### config.mk
export PLATFORM = sky130hd
export DESIGN_NAME = apb_master_ws
export DESIGN_NICKNAME = d
export VERILOG_FILES = /design/src/rtl/apb_pkg.sv /design/src/rtl/apb_wait_timer.sv /design/src/rtl/apb_master_ws.sv
export SDC_FILE = /design/constraint.sdc
export NUM_CORES = 1
export LEC_CHECK = 0
export CAP_MARGIN = 15
export CORE_AREA = 4 4 102 104
export CTS_CLUSTER_SIZE = 14
export DETAILED_ROUTE_END_ITERATION = 10
export DIE_AREA = 0 0 106 108
export PLACE_DENSITY_LB_ADDON = 0.2
export SLEW_MARGIN = 10
export SYNTH_ARGS = -nofsm -noshare
export SYNTH_HDL_FRONTEND = slang
export SYNTH_HIERARCHICAL = 1
export SYNTH_SLANG_ARGS = --single-unit
### constraint.sdc
create_clock -name PCLK -period 1.9 [get_ports PCLK]
set_clock_uncertainty 0.15 [all_clocks]
set_input_delay 0.285 -clock PCLK [delete_from_list [all_inputs] [get_ports PCLK]]
set_output_delay 0.285 -clock PCLK [all_outputs]
set_load 0.1 [all_outputs]
### src/rtl/apb_pkg.sv
// Shared types, response encoding and sizing helpers for the wait-state APB master.
package apb_pkg;

    typedef enum logic [1:0] {
        ST_IDLE   = 2'd0,
        ST_SETUP  = 2'd1,
        ST_ACCESS = 2'd2
    } apb_state_e;

    // Response status packed as {err, timeout}
    localparam int unsigned RSP_STAT_W  = 2;
    localparam logic [1:0]  RSP_OK      = 2'b00;
    localparam logic [1:0]  RSP_SLVERR  = 2'b10;
    localparam logic [1:0]  RSP_TIMEOUT = 2'b11;

    function automatic int unsigned wait_cnt_width(input int unsigned timeout);
        return (timeout == 0) ? 1 : $clog2(timeout + 1);
    endfunction

endpackage

### src/rtl/apb_wait_timer.sv
// ACCESS-phase wait counter; expired is registered and flags that the current
// wait cycle is the last one allowed before the transfer is aborted.
module apb_wait_timer
    import apb_pkg::*;
#(
    parameter int unsigned TIMEOUT = 16
) (
    input  logic clk,
    input  logic rst_n,
    input  logic clear,
    input  logic cnt_en,
    output logic expired
);

    localparam int unsigned CNT_W      = wait_cnt_width(TIMEOUT);
    localparam int unsigned LAST       = (TIMEOUT > 0) ? TIMEOUT - 1 : 0;
    localparam bit          TIMEOUT_EN = (TIMEOUT != 0);

    logic [CNT_W-1:0] cnt_q, cnt_d;
    logic             expired_q, expired_d;

    always_comb begin
        cnt_d = cnt_q;
        if (clear) begin
            cnt_d = '0;
        end else if (cnt_en) begin
            cnt_d = cnt_q + CNT_W'(1);
        end
        // Look ahead so expired lines up with the cycle the counter holds LAST
        expired_d = TIMEOUT_EN && (cnt_d == CNT_W'(LAST));
    end

    always_ff @(posedge clk or negedge rst_n) begin
        if (!rst_n) begin
            cnt_q     <= '0;
            expired_q <= 1'b0;
        end else begin
            cnt_q     <= cnt_d;
            expired_q <= expired_d;
        end
    end

    assign expired = expired_q;

endmodule

### src/rtl/apb_master_ws.sv
// APB master with slave wait states, slave error and access timeout; accepts
// one command at a time and returns a one-cycle response pulse.
module apb_master_ws
    import apb_pkg::*;
#(
    parameter int unsigned ADDR_W  = 8,
    parameter int unsigned DATA_W  = 32,
    parameter int unsigned TIMEOUT = 16
) (
    input  logic              PCLK,
    input  logic              Presetn,
    input  logic              cmd_valid,
    output logic              cmd_ready,
    input  logic              cmd_write,
    input  logic [ADDR_W-1:0] cmd_addr,
    input  logic [DATA_W-1:0] cmd_wdata,
    output logic              rsp_valid,
    output logic [DATA_W-1:0] rsp_rdata,
    output logic              rsp_err,
    output logic              rsp_timeout,
    output logic              Psel,
    output logic              Penable,
    output logic              Pwrite,
    output logic [ADDR_W-1:0] Paddress,
    output logic [DATA_W-1:0] PWdata,
    input  logic              Pready,
    input  logic [DATA_W-1:0] PRdata,
    input  logic              Pslverr
);

    apb_state_e            state_q, state_d;
    logic                  cmd_ready_q, cmd_ready_d;
    logic                  psel_q, psel_d;
    logic                  penable_q, penable_d;
    logic                  pwrite_q, pwrite_d;
    logic [ADDR_W-1:0]     paddr_q, paddr_d;
    logic [DATA_W-1:0]     pwdata_q, pwdata_d;
    logic                  rsp_valid_q, rsp_valid_d;
    logic [DATA_W-1:0]     rsp_rdata_q, rsp_rdata_d;
    logic [RSP_STAT_W-1:0] rsp_stat_q, rsp_stat_d;
    logic                  tmr_clear, tmr_en, tmr_expired;

    apb_wait_timer #(
        .TIMEOUT (TIMEOUT)
    ) u_wait_timer (
        .clk     (PCLK),
        .rst_n   (Presetn),
        .clear   (tmr_clear),
        .cnt_en  (tmr_en),
        .expired (tmr_expired)
    );

    always_comb begin
        state_d     = state_q;
        psel_d      = psel_q;
        penable_d   = penable_q;
        pwrite_d    = pwrite_q;
        paddr_d     = paddr_q;
        pwdata_d    = pwdata_q;
        rsp_valid_d = 1'b0;
        rsp_rdata_d = rsp_rdata_q;
        rsp_stat_d  = rsp_stat_q;
        tmr_clear   = 1'b0;
        tmr_en      = 1'b0;

        case (state_q)
            ST_IDLE: begin
                if (cmd_valid) begin
                    pwrite_d  = cmd_write;
                    paddr_d   = cmd_addr;
                    pwdata_d  = cmd_wdata;
                    psel_d    = 1'b1;
                    tmr_clear = 1'b1;
                    state_d   = ST_SETUP;
                end
            end
            ST_SETUP: begin
                penable_d = 1'b1;
                state_d   = ST_ACCESS;
            end
            ST_ACCESS: begin
                tmr_en = !Pready;
                // Pready takes priority over a timeout firing in the same cycle
                if (Pready) begin
                    psel_d      = 1'b0;
                    penable_d   = 1'b0;
                    rsp_valid_d = 1'b1;
                    rsp_stat_d  = Pslverr ? RSP_SLVERR : RSP_OK;
                    rsp_rdata_d = pwrite_q ? '0 : PRdata;
                    state_d     = ST_IDLE;
                end else if (tmr_expired) begin
                    psel_d      = 1'b0;
                    penable_d   = 1'b0;
                    rsp_valid_d = 1'b1;
                    rsp_stat_d  = RSP_TIMEOUT;
                    rsp_rdata_d = '0;
                    state_d     = ST_IDLE;
                end
            end
            default: begin
                psel_d    = 1'b0;
                penable_d = 1'b0;
                state_d   = ST_IDLE;
            end
        endcase

        cmd_ready_d = (state_d == ST_IDLE);
    end

    always_ff @(posedge PCLK or negedge Presetn) begin
        if (!Presetn) begin
            state_q     <= ST_IDLE;
            cmd_ready_q <= 1'b1;
            psel_q      <= 1'b0;
            penable_q   <= 1'b0;
            pwrite_q    <= 1'b0;
            paddr_q     <= '0;
            pwdata_q    <= '0;
            rsp_valid_q <= 1'b0;
            rsp_rdata_q <= '0;
            rsp_stat_q  <= RSP_OK;
        end else begin
            state_q     <= state_d;
            cmd_ready_q <= cmd_ready_d;
            psel_q      <= psel_d;
            penable_q   <= penable_d;
            pwrite_q    <= pwrite_d;
            paddr_q     <= paddr_d;
            pwdata_q    <= pwdata_d;
            rsp_valid_q <= rsp_valid_d;
            rsp_rdata_q <= rsp_rdata_d;
            rsp_stat_q  <= rsp_stat_d;
        end
    end

    assign cmd_ready   = cmd_ready_q;
    assign Psel        = psel_q;
    assign Penable     = penable_q;
    assign Pwrite      = pwrite_q;
    assign Paddress    = paddr_q;
    assign PWdata      = pwdata_q;
    assign rsp_valid   = rsp_valid_q;
    assign rsp_rdata   = rsp_rdata_q;
    assign rsp_err     = rsp_stat_q[1];
    assign rsp_timeout = rsp_stat_q[0];

endmodule
==> metrics.md <==
| Metric | Value |
|---|---|
| Status | complete, no violations |
| Post-Synthesis Cell Area | 3480 sq um |
| Setup Fix Bufs, Post-CTS | 0 |
| Post-Place Cell Area | 6020 sq um |
| Final HPWL DP | 6910 um |
| YS warnings | 6 |
| Post-synth EDFFs | 0 |
| I/O pin count | 157 |
| GR Util met3 | 4.48% |
| Crit end category | flop |
| Min-Delay Path Class | input pin to asynchronous set/reset pin |
| Share of cells above drive strength 1 | 34.4% |
| Drt first pass iters | 4 |
| Placer Congestion | 0.753 |
| Vias in the first global route | about 2,900 |
| Register bit total from synthesis | 87 |
| Skew-Pair Late Insertion Delay | 0.34 ns |
| Top cells by count, synth | dfrtp_1 (86), o21ai_0 (62), mux2_2 (39) |
| Most frequent cell after synthesis | dfrtp_1 |
| Die width | 106 um |
| Total of max-cap violations | 0 |
| Vias | 2,749 |
| # setup viols final | 0 |
| Crit share post-route | 91.3% |
| First-pass GRT wire length | ~15,000 um |
| Reg2Reg Depth | 5 |
| Synth unique cells | 33 |
| Yosys top cell area share | 61.8% |
| Core outline area | roughly 9500 sq um |
| Hold Fails Final Rpt | 0 |
| # DRC | 0 |
| Worst Path Max Fanout | 5 |
| Gr usage total | between 10% and 20% |
| Largest net degree at the start of global routing | 37 |
| CP arrival | 1.82 ns |
| Top post-synthesis cells by area | dfrtp_1 (62%), mux2_2 (13%), o21ai_0 (8.9%), nand2_1 (4.0%), buf_6 (1.9%) |
| CTS clk-pin slew, worst paths | 0.09 ns |
| Grt total ovfl | 0 |
| Clk sink count | 87 |
| Port bufs | between 150 and 200 |
| Achievable frequency | 0.576 GHz |
| Vias per cell | 4.71 |
| Net Count, Synth | 364 |
| Std cell rows | 36 |
| Setup tns final | 0 ns |
| Most frequently used flop master after synthesis | dfrtp_1 |
| Drt wl/cell | 15.8 um |
| Mapped Cells | 285 |
| Die area | 11,400 sq um |
| Measured slew at the worst slew-check pin | 0.639 ns |
| Starting Density | between 30 and 40% |
| Initial antenna violation count | 0 |
| Chip height | 108 um |
| N_diodes | 0 |
| Post-route cell area | 6240 sq um |
| Ys async rst share | 100% |
| Detail Route Antenna Nets | 0 |
| Data required time at the worst endpoint | approximately 2.0 ns |
| Avg Inst Size Synth | roughly 12 sq um |
| Register area share after synthesis | 62.6% |
| Critical path launch point type | input pin |
| Gr busiest metal | met2 |
| Slew Limit Fails | 0 |
| Fin nets | around 530 |
| Final WL | a little over 9000 um |
| H-tree levels | 3 |
| Worst slew margin | 57.3% |
| Initial DRC Count | 85 |
| GR Util met2 | 27.3% |
| RSZ-0062 raised after global routing | false |
| Min cycle time layout | 1.73 ns |
| Clk Tree Root Cell | clkbuf_8 |
| Total CTS buffers | 9 |
| CTS Buffer Depth | 2 |
| Met1 usage | a little over a fifth |
| Area growth syn-to-layout | 79.4% |
| Dominant cell type by area after synthesis | dfrtp_1 |
| Critical path type | input pin to flop |
| TritonCTS clock tree | yes |
## registers in the layout, indices dropped and copies added (netlist names)
register	flops
rsp_valid	1
u_wait_timer/cnt_q	5
Penable	1
rsp_stat_q	2
PWdata	32
state_q	2
cmd_ready	1
Pwrite	1
Paddress	8
u_wait_timer/expired	1
rsp_rdata	32
Psel	1
## stage by stage
stage	util [%]	hold slack, ns	cells	worst slack, ns
4_1_cts	65.4	0.294	584	0.191
2_1_floorplan	-	-0.161	285	0.0824
3_3_place_gp	63.1	0.121	567	-0.270
6_report	65.4	0.311	584	0.165
3_5_place_dp	63.1	0.123	567	-0.425
5_1_grt	65.4	0.304	584	0.0110
## worst paths after layout
| kind | startpoint | end | slack [ns] |
|---|---|---|---|
| min in group PCLK | PRdata[25] | rsp_rdata[25] | 0.31 |
| worst min register to register | u_wait_timer/cnt_q[4] | u_wait_timer/cnt_q[4] | 0.39 |
| worst min-delay path | Presetn | PWdata[9] | 0.31 |
| worst max-delay path | Pready | u_wait_timer/expired | 0.17 |
| max in group asynchronous | Presetn | PWdata[14] | 0.67 |
| worst max register to register | state_q[1] | u_wait_timer/expired | 0.19 |
## final cells by class
class	count	area [sq um]
clock buffers	10	138
repair buffers	170	2510
inverters	2	7.51
well taps	133	166
clock inverters	6	68.8
multi-input cells	176	1180
flip-flops and latches	87	2180
fillers	736	3310
## metal layers
layer / up-vias / part of all wire (%)
li1: 1308 / -
met1: 1330 / 44
met2: 103 / 49
met3: 8 / 6.6
met4: 0 / 1.1
met5: - / 0
## worst max-delay path: stages
cell and delay [ns]:
clkdlybuf4s50_1 0.53, buf_4 0.20, nor2_1 0.24, nand4_1 0.14
xor2_1 0.20, and4b_1 0.22
## layout by cell type (no fill, tap or decap), types with 2 or more instances in the layout
master           count
buf_4               10
xor2_1               2
mux2_2              39
clkbuf_8            10
dfrtp_1             86
o21ai_1              5
nand2b_1             3
nand4_1              2
mux2_1               2
nor2_1               4
o21ai_0             61
inv_1                2
clkdlybuf4s50_1     76
a21oi_1              4
nand2_1             37
clkinv_4             2
buf_12              83
## cells by family (layout without fill, tap and decap cells)
family	count (synthesis)	after routing	share of synthesized area (%)
mux	41	41	13.3
buf+inv	22	188	3.99
fa+ha+maj	1	1	0.360
flops	87	87	62.6
xor+xnor	3	3	0.755
simple gates	54	54	7.41
compound gates	77	77	11.6
## timing repair
| item | in CTS | in global routing |
|---|---|---|
| gates resized for setup | 1 | 0 |
| hold buffers | 1 | 0 |
| endpoints found under the hold margin | 32 | 0 |
| setup endpoints to repair | 26 | 0 |
Power is left out: the tool's default activity adds up to more than one toggle a clock period on the data nets, which glitch-free logic cannot reach.
